==> config.mk <==
export PLATFORM = sky130hd
export DESIGN_NAME = fuzz_top
export DESIGN_NICKNAME = d
export VERILOG_FILES = /design/src/rtl/fuzz_top.sv
export SDC_FILE = /design/constraint.sdc
export NUM_CORES = 1
export LEC_CHECK = 0
export BUFFER_PORTS_ARGS = -buffer_cell sky130_fd_sc_hd__buf_2
export CORE_MARGIN = 2
export CORE_UTILIZATION = 48
export DETAILED_ROUTE_END_ITERATION = 7
export GPL_TIMING_DRIVEN = 0
export PLACE_DENSITY = 0.73
export SLEW_MARGIN = 20
export SYNTH_ARGS = -nofsm -noshare
export SYNTH_HDL_FRONTEND = slang
export SYNTH_SLANG_ARGS = --single-unit
==> constraint.sdc <==
create_clock -name clk -period 8.4 [get_ports clk]
set_input_delay 0.42 -clock clk [delete_from_list [all_inputs] [get_ports clk]]
set_output_delay 0.42 -clock clk [all_outputs]
set_load 0.03 [all_outputs]
==> src/rtl/fuzz_top.sv <==
// ============================================================================
//  fuzz_top : two-stage registered add / multiply / compare-XOR / accumulate
//             datapath packed into an 87-bit status word
//  Revision : 1.0
// ============================================================================
`default_nettype none

module fuzz_top (
  input  logic        clk,
  input  logic        rst_n,
  input  logic [20:0] wire0,
  input  logic [13:0] wire1,
  input  logic [20:0] wire2,
  input  logic [15:0] wire3,
  output logic [86:0] y
);

  logic [20:0] r0_q, r0_d;
  logic [13:0] r1_q, r1_d;
  logic [20:0] r2_q, r2_d;
  logic [15:0] r3_q, r3_d;

  logic [21:0] p_sum_q, p_sum_d;
  logic [30:0] p_mul_q, p_mul_d;
  logic [20:0] p_mix_q, p_mix_d;
  logic [12:0] acc_q,   acc_d;

  logic [30:0] w_mul_a;
  logic [30:0] w_mul_b;
  logic        w_lt;

  always_comb begin
    r0_d = wire0;
    r1_d = wire1;
    r2_d = wire2;
    r3_d = wire3;

    p_sum_d = {r0_q[20], r0_q} + {{6{r3_q[15]}}, r3_q};

    // Both operands widened to the product width; the low 31 bits of the
    // unsigned product equal the two's-complement signed product.
    w_mul_a = {{15{r3_q[15]}}, r3_q};
    w_mul_b = {17'b0, r1_q};
    p_mul_d = w_mul_a * w_mul_b;

    w_lt    = $signed(r0_q) < $signed({{5{r3_q[15]}}, r3_q});
    p_mix_d = w_lt ? r2_q : (r2_q ^ {7'b0, r1_q});

    acc_d   = acc_q + r1_q[12:0];
  end

  always_ff @(posedge clk or negedge rst_n) begin
    if (!rst_n) begin
      r0_q    <= '0;
      r1_q    <= '0;
      r2_q    <= '0;
      r3_q    <= '0;
      p_sum_q <= '0;
      p_mul_q <= '0;
      p_mix_q <= '0;
      acc_q   <= '0;
    end else begin
      r0_q    <= r0_d;
      r1_q    <= r1_d;
      r2_q    <= r2_d;
      r3_q    <= r3_d;
      p_sum_q <= p_sum_d;
      p_mul_q <= p_mul_d;
      p_mix_q <= p_mix_d;
      acc_q   <= acc_d;
    end
  end

  assign y = {acc_q, p_mul_q, p_mix_q, p_sum_q};

endmodule

`default_nettype wire

==> flow_metrics.py, run 1 <==
metrics = {
    "critical_path": {
        "ff2ff_setup_slack_ns": 1.05,
        "crit_slowest_cell": "buf_1",
        "end_kind": "flip-flop",
        "critPathCapture": "p_mul_q[29]",
        "arrival_ns": 7.73,
        "max_stage_delay_ns": 0.65,
        "crit_start": "r1_q[1]",
        "worstSetupPathType": "flip-flop to flip-flop",
        "cp_max_fo": 10,
        "crit_required_ns": 8.78,
        "regToRegStartpoint": "r1_q[1]",
        "crit_path_frequent_cell": "fa_1",
        "worstPathCellList": "inv_1, buf_1, nor2_1, fa_1, inv_1, fa_1, inv_1, fa_1, fa_1, fa_1, inv_1, fa_1, inv_1, ha_1, a21oi_1, o2111ai_1, o31ai_2, a21oi_2, a221oi_2, o21bai_1, a21oi_1, xnor2_1",
        "critPathLaunchType": "flip-flop",
        "reg2reg_depth": 22,
        "reg2reg_to": "p_mul_q[29]",
    },
    "grt": {
        "grt_usage": 0.251,
        "antenna_found_initial": 0,
        "grt_max_degree": 99,
        "overflow": 0,
        "grt_pass1_wl_um": 59400,
        "grt_pass1_vias": 11597,
    },
    "synth": {
        "ys_top_cells_by_area": "fa_1, dfrtp_1, ha_1, inv_1, nor2_1",
        "mappedNetlistArea_mm2": 0.0144,
        "synth_cell_types": 54,
        "synth_warnings": 0,
        "synth_ff_type": "dfrtp_1",
        "synth_edf_count": 0,
        "syn_area_per_cell_um2": 10.3,
        "synth.most_common_cell": "inv_1",
        "netlist_instances": 1404,
        "yosysSeqAreaShare": 0.276,
        "syn-num-nets": 1827,
        "ys_async_sr_fraction": 1.00,
        "ys_top_cells_by_count": "inv_1, fa_1, nor2_1",
        "synth_top_area_frac": 0.306,
        "synth-seq-cells": 159,
        "synth_area_leader_cell": "fa_1",
    },
    "cts": {
        "cts_tree": "done",
        "cts_resized": 0,
        "cts_buffer_depth": 2,
        "root_buffer": "clkbuf_16",
        "cts-htree-levels": 4,
        "cts_sinks": 159,
        "cts_hold_buf": 1,
        "cts_made_buffers": 17,
        "postCtsSetupBuffers": 0,
        "cts.clk_slew.worst_paths_ns": 0.08,
        "clock_latency_ns": 0.45,
    },
    "drt": {
        "wl_per_cell_um": 18.3,
        "wl_um": 36400,
        "firstDrtPassIters": 5,
        "viasPerCell": 5.35,
        "detail-route-antenna-nets": 0,
        "dr_total_vias": 10630,
        "drtIter0Drc": 613,
        "remaining_drc_errors": 0,
    },
    "placed_design": {
        "routabilityCongestion": 0.921,
        "hpwl_um": 29000,
        "numPortBuffers": 160,
    },
    "sta": {
        "hold_slack_ns": 0.0718,
        "grt_setup_unrepaired": "no",
        "finClkSkew_ns": 0.0129,
        "max_freq_mhz": 136,
        "finalSetupViolations": 0,
        "hold_violations": 0,
        "period_needed_ns": 7.35,
        "period_share": 0.875,
        "relSlewSlack": 0.442,
        "drv_slew": 0,
        "setup_tns_ns": 0,
        "worst_pin_slew_ns": 0.830,
    },
    "job": {
        "cap_viol_max_count": 0,
    },
    "cells_and_area": {
        "drive_gt1_frac": 0.130,
        "antenna_cells": 0,
        "fin_nets": 2008,
        "syn_to_final_growth_pct": 13.4,
    },
    "floorplanning": {
        "die_area_mm2": 0.0314,
        "io_pins": 161,
        "die_w_um": 177,
        "dieHeight_um": 177,
        "core_area_mm2": 0.0296,
        "fp-row-count": 63,
        "initial_utilization": 0.487,
    },
    "outcome": {
        "status": "finished, final reports clean",
    },
    "min_path": {
        "hold_path_class": "input port to flip-flop",
        "holdPathStages": 1,
    },
}
per-stage QoR:
step	instance area [µm²]	util	cells	worst slack [ns]
2_1_floorplan	14400	-	1404	2.37
3_3_place_gp	15700	0.530	1954	1.23
3_5_place_dp	15700	0.532	1955	1.13
4_1_cts	16300	0.552	1988	1.09
5_1_grt	16300	0.552	1988	0.693
6_report	16300	0.552	1988	1.05
how the worst min path moves through the flow:
stage	to	slack, ns	start
floorplan	acc_q[0]	0.12	rst_n
global placement	p_mix_q[19]	0.33	r2_q[19]
detailed placement	p_mix_q[15]	0.34	r2_q[15]
CTS	r0_q[20]	0.06	wire0[20]
global route	r1_q[13]	0.06	wire1[13]
finish	r0_q[20]	0.07	wire0[20]
flip-flops by register name (all words and copies together), names as in the netlist:
register and cells:
r1_q 14, r0_q 21, r2_q 21, acc_q 13, r3_q 16, p_sum_q 22, p_mix_q 21, p_mul_q 31
metal layers:
metal	vias to the layer above	global-route usage	routed length [µm]
met5	-	0	0
met4	0	0.125	1800
met3	106	0.0498	2590
met2	404	0.414	17700
met1	5384	0.317	14400
li1	4736	-	-
layout by cell type, fill, tap and decap left out, types with 3 or more instances in the layout:
| master | instances |
|---|---|
| a31oi_1 | 7 |
| a21oi_1 | 47 |
| nor2_1 | 167 |
| nand2b_1 | 19 |
| inv_8 | 5 |
| nand4_1 | 17 |
| clkinv_1 | 5 |
| nor4_1 | 3 |
| a21o_1 | 17 |
| clkbuf_1 | 25 |
| dfrtp_1 | 159 |
| buf_2 | 161 |
| xor2_1 | 18 |
| fa_1 | 220 |
| o2111ai_1 | 4 |
| and2_1 | 13 |
| o21ai_0 | 29 |
| buf_1 | 7 |
| nand2_1 | 102 |
| inv_1 | 258 |
| ha_1 | 129 |
| xnor2_1 | 45 |
| nor2b_1 | 9 |
| o31ai_1 | 3 |
| o21bai_1 | 14 |
| and3_1 | 3 |
| a211oi_1 | 6 |
| nor3_1 | 13 |
| clkbuf_16 | 17 |
| o211ai_1 | 17 |
| inv_6 | 4 |
| nor3b_1 | 5 |
| nand3_1 | 7 |
| or2_2 | 3 |
worst max-delay path, delay by kind of cell (launching register included):
| kind | cells | cell delay [ns] |
|---|---|---|
| compound gates | 7 | 1.66 |
| fa+ha+maj | 7 | 3.54 |
| xor+xnor | 1 | 0.13 |
| flops | 1 | 0.55 |
| simple gates | 1 | 0.13 |
| buf+inv | 6 | 1.23 |
kinds of logic after synthesis:
kind of cell               count (synthesis)  synth area share
DFF                                      159             0.276
buffers and inverters                    299            0.0782
muxes                                      1          0.000695
and+or+nand+nor                          369             0.114
xor gates and xnor gates                  63            0.0383
AOI/OAI and AO/OA                        164            0.0744
adders and majority gates                349             0.418
final cells by class:
type / instances / area, µm²
inverter: 265 / 995
clock inverter: 15 / 173
timing repair buffer: 162 / 848
fill: 2531 / 13200
sequential: 159 / 3980
tap: 390 / 488
buffer: 34 / 130
clock buffer: 17 / 425
multi-input combinational: 946 / 9290
Power of run 1 is left out: the tool's default activity adds up to more than one toggle a clock period on the data nets, which glitch-free logic cannot reach.
==> run 2: changes to the inputs <==
==> constraint.sdc (replaced) <==
create_clock -name clk -period 8.4 [get_ports clk]
set_input_delay 0.84 -clock clk [delete_from_list [all_inputs] [get_ports clk]]
set_output_delay 0.84 -clock clk [all_outputs]
set_load 0.03 [all_outputs]
==> run 2 against run 1 <==
  * Die area is the same
  * Maximum frequency hardly changed
  * Utilization barely moved
  * Critical path type unchanged
  * Register-to-register slack hardly changed
  * Global-route usage is the same
  * Worst hold slack improved by 0.25 ns
==> flow_metrics.py, run 2 (same netlist as run 1, synthesis figures left out) <==
metrics = {
    "cells_and_area": {
        "antenna_cells": 0,
        "final_area_mm2": 0.0163,
        "reg_top3": "p_mul_q: 31 flops, p_sum_q: 22 flops",
        "final_common_cell": "inv_1",
        "drive_gt1_frac": 0.130,
        "layout_common_cells": "inv_1, fa_1, nor2_1",
        "stdcell_count": 1987,
        "fin_nets": 2007,
        "syn_to_final_growth_pct": 13.4,
        "top_register": "p_mul_q",
        "largest_reg_flops": 31,
    },
    "sta": {
        "period_share": 0.874,
        "hold_violations": 0,
        "period_needed_ns": 7.34,
        "drv_slew": 0,
        "finClkSkew_ns": 0.0140,
        "max_freq_mhz": 136,
        "finalSetupViolations": 0,
        "relSlewSlack": 0.447,
        "grt_setup_unrepaired": "no",
        "worst_pin_slew_ns": 0.823,
        "setup_tns_ns": 0,
    },
    "cts": {
        "cts_tree": "done",
        "cts_hold_buf": 0,
        "cts_sinks": 159,
        "clock_latency_ns": 0.45,
        "root_buffer": "clkbuf_16",
        "cts_made_buffers": 17,
        "postCtsSetupBuffers": 0,
        "cts_buffer_depth": 2,
        "cts.clk_slew.worst_paths_ns": 0.08,
        "cts-htree-levels": 4,
        "cts_resized": 0,
    },
    "grt": {
        "grt_pass1_vias": 11597,
        "antenna_found_initial": 0,
        "overflow": 0,
        "grt_pass1_wl_um": 59400,
        "grt_max_degree": 99,
        "grt_usage": 0.251,
    },
    "drt": {
        "drtIter0Drc": 685,
        "dr_total_vias": 10666,
        "wl_um": 36400,
        "firstDrtPassIters": 5,
        "detail-route-antenna-nets": 0,
        "remaining_drc_errors": 0,
        "wl_per_cell_um": 18.3,
        "viasPerCell": 5.37,
    },
    "placed_design": {
        "numPortBuffers": 160,
        "routabilityCongestion": 0.921,
        "placed_area_mm2": 0.0157,
        "hpwl_um": 29000,
        "dp.cells": 1955,
    },
    "floorplanning": {
        "core_area_mm2": 0.0296,
        "die_area_mm2": 0.0314,
        "io_pins": 161,
        "initial_utilization": 0.487,
        "die_w_um": 177,
        "dieHeight_um": 177,
        "fp-row-count": 63,
    },
    "critical_path": {
        "end_kind": "flip-flop",
        "worstSetupPathType": "flip-flop to flip-flop",
        "worstPathCellList": "inv_1, buf_1, nor2_1, fa_1, inv_1, fa_1, inv_1, fa_1, fa_1, fa_1, inv_1, fa_1, inv_1, ha_1, a21oi_1, o2111ai_1, o31ai_2, a21oi_2, a221oi_2, o21bai_1, a21oi_1, xnor2_1",
        "critPathLaunchType": "flip-flop",
        "cp_max_fo": 10,
        "crit_path_frequent_cell": "fa_1",
        "max_stage_delay_ns": 0.65,
        "critPathTopFamily": "adder cells",
        "crit_required_ns": 8.78,
        "critPathBufInv": 6,
        "crit_slowest_cell": "buf_1",
        "arrival_ns": 7.72,
    },
    "min_path": {
        "hold_path_class": "input port to asynchronous set/reset pin",
    },
    "outcome": {
        "status": "finished, final reports clean",
    },
    "job": {
        "cap_viol_max_count": 0,
    },
}
==> run 2: changes by cell type in the layout (fill, tap and decap cells not counted) <==
cell	change
dlygate4sd3_1	-1
==> run 2: layout make-up <==
| class | instances | area (µm²) |
|---|---|---|
| fillers | 2532 | 13200 |
| multi-input cells | 946 | 9290 |
| flip-flops and latches | 159 | 3980 |
| inverters | 265 | 995 |
| repair buffers | 161 | 838 |
| well taps | 390 | 488 |
| clock buffers | 17 | 425 |
| clock inverters | 15 | 173 |
| plain buffers | 34 | 130 |
==> run 2: path summary, 6_finish.rpt <==
path	depth (start not counted)	end	startpoint	slack [ns]
setup / recovery	22	p_mul_q[29]	r1_q[1]	1.06
hold / removal	1	p_sum_q[10]	rst_n	0.32
setup reg to reg	22	p_mul_q[29]	r1_q[1]	1.06
hold reg to reg	0	p_mix_q[15]	r2_q[15]	0.35
max in group asynchronous	2	p_mix_q[8]	rst_n	7.26
min in group clk	0	p_mix_q[15]	r2_q[15]	0.35
==> run 2: through the flow <==
step	setup WS, ns	hold slack (ns)	util
floorplan	2.37	0.331	-
global placement	1.23	0.331	0.530
detailed placement	1.13	0.339	0.532
CTS	1.09	0.328	0.552
global route	0.693	0.358	0.552
finish	1.06	0.319	0.552
==> run 2: routing by layer <==
layer,wire [µm],vias up,track usage,part of all wire
met2,17700,410,0.414,0.49
met3,2430,107,0.0498,0.067
li1,-,4736,-,-
met5,0,-,0,0
met1,14500,5413,0.317,0.40
met4,1800,0,0.125,0.049
Power of run 2 is left out for the same reason.
==> run 3: changes to the inputs <==
- CTS_BUF_LIST: not set -> sky130_fd_sc_hd__clkbuf_2
- SKIP_CTS_REPAIR_TIMING: not set -> 1
==> run 3 against run 2 <==
  * Critical path depth is the same
  * Flip-flop and latch count is the same
  * Highest routed layer unchanged
  * Worst hold slack lost 0.26 ns
  * Largest cell class unchanged
  * Cell count grew 0.55%
  * Critical path type unchanged
  * Non-clock buffer count grew 10
  * Register-to-register slack gained 0.02 ns
==> flow_metrics.py, run 3 (same netlist as run 1, synthesis figures left out) <==
metrics = {
    "outcome": {
        "status": "finished, final reports clean",
    },
    "sta": {
        "relSlewSlack": 0.462,
        "drv_slew": 0,
        "setup_tns_ns": 0,
        "worst_pin_slew_ns": 0.801,
        "hold_violations": 0,
        "grt_setup_unrepaired": "no",
        "max_freq_mhz": 137,
        "period_needed_ns": 7.32,
        "finClkSkew_ns": 0.0505,
        "finalSetupViolations": 0,
        "setup_ws_ns": 1.08,
        "period_share": 0.872,
    },
    "critical_path": {
        "critPathLaunchType": "flip-flop",
        "worstSetupPathType": "flip-flop to flip-flop",
        "end_kind": "flip-flop",
        "ff2ff_setup_slack_ns": 1.08,
        "cp_max_fo": 10,
        "arrival_ns": 8.16,
        "crit_required_ns": 9.23,
    },
    "cells_and_area": {
        "fillers": 2579,
        "layout_common_cells": "inv_1, fa_1, nor2_1",
        "syn_to_final_growth_pct": 11.7,
        "largest_reg_flops": 31,
        "final_common_cell": "inv_1",
        "drive_gt1_frac": 0.129,
        "top_register": "p_mul_q",
        "stdcell_count": 1998,
        "final_area_mm2": 0.0161,
        "reg_top3": "p_mul_q: 31 flops, p_sum_q: 22 flops",
        "fin_nets": 2017,
    },
    "floorplanning": {
        "dieHeight_um": 177,
        "core_area_mm2": 0.0296,
        "fp-row-count": 63,
        "io_pins": 161,
        "die_area_mm2": 0.0314,
        "die_w_um": 177,
        "initial_utilization": 0.487,
    },
    "grt": {
        "grt_pass1_wl_um": 58900,
        "grt_max_degree": 99,
        "antenna_found_initial": 1,
        "overflow": 0,
        "grt_pass1_vias": 11469,
        "grt_usage": 0.248,
    },
    "job": {
        "cap_viol_max_count": 0,
    },
    "placed_design": {
        "routabilityCongestion": 0.921,
        "placed_area_mm2": 0.0157,
        "dp.cells": 1955,
        "hpwl_um": 29000,
        "pre_cts_slack_ns": 1.13,
        "numPortBuffers": 160,
    },
    "drt": {
        "remaining_drc_errors": 0,
        "firstDrtPassIters": 6,
        "detail-route-antenna-nets": 0,
        "viasPerCell": 5.34,
        "dr_total_vias": 10663,
        "wl_per_cell_um": 18.0,
        "drtIter0Drc": 761,
        "wl_um": 36000,
    },
    "cts": {
        "clock_latency_ns": 0.87,
        "cts.clk_slew.worst_paths_ns": 0.32,
        "cts-htree-levels": 4,
        "cts_tree": "done",
        "cts_made_buffers": 17,
        "cts_buffer_depth": 2,
        "root_buffer": "clkbuf_2",
        "cts_sinks": 159,
    },
    "min_path": {
        "hold_path_class": "input port to flip-flop",
    },
}
==> run 3: layout make-up <==
cell class / instances / area, µm² / share of cell area
Buffer: 34 / 130 / 0.00809
Tap cell: 390 / 488 / 0.0303
Sequential cell: 159 / 3980 / 0.247
Timing Repair Buffer: 171 / 938 / 0.0584
Antenna cell: 1 / 2.50 / 0.000156
Clock inverter: 15 / 173 / 0.0107
Multi-Input combinational cell: 946 / 9290 / 0.578
Inverter: 265 / 995 / 0.0619
Clock buffer: 17 / 85.1 / 0.00529
==> run 3: final timing paths <==
| path | startpoint | end | cells past startpoint |
|---|---|---|---|
| setup / recovery | r1_q[1] | p_mul_q[29] | 22 |
| hold / removal | wire2[12] | r2_q[12] | 1 |
| setup reg to reg | r1_q[1] | p_mul_q[29] | 22 |
| hold reg to reg | r2_q[17] | p_mix_q[17] | 0 |
| max in group asynchronous | rst_n | p_mix_q[8] | 3 |
| min in group asynchronous | rst_n | r0_q[6] | 2 |
==> run 3: worst max-delay path, cell delays in order, from the launching register on <==
cell,delay (ns)
dfrtp_1,0.61
inv_1,0.36
buf_1,0.64
nor2_1,0.13
fa_1,0.54
inv_1,0.06
fa_1,0.53
inv_1,0.05
fa_1,0.50
fa_1,0.52
fa_1,0.57
inv_1,0.07
fa_1,0.53
inv_1,0.04
ha_1,0.35
a21oi_1,0.26
o2111ai_1,0.18
o31ai_2,0.39
a21oi_2,0.16
a221oi_2,0.37
o21bai_1,0.12
a21oi_1,0.18
xnor2_1,0.13
==> run 3: per-layer routing <==
| layer | share of wire | global-route usage | vias up |
|---|---|---|---|
| met1 | 0.40 | 0.320 | 5410 |
| met5 | 0 | 0 | - |
| met3 | 0.067 | 0.0470 | 102 |
| li1 | - | - | 4754 |
| met2 | 0.48 | 0.409 | 397 |
| met4 | 0.046 | 0.110 | 0 |
==> run 3: metrics by stage <==
step                utilization  hold WS, ns
finish                    0.544       0.0568
global placement          0.530        0.331
detailed placement        0.532        0.339
global route              0.544      0.00260
CTS                       0.540       -0.172
floorplan                     -        0.331
Power of run 3 is left out for the same reason.
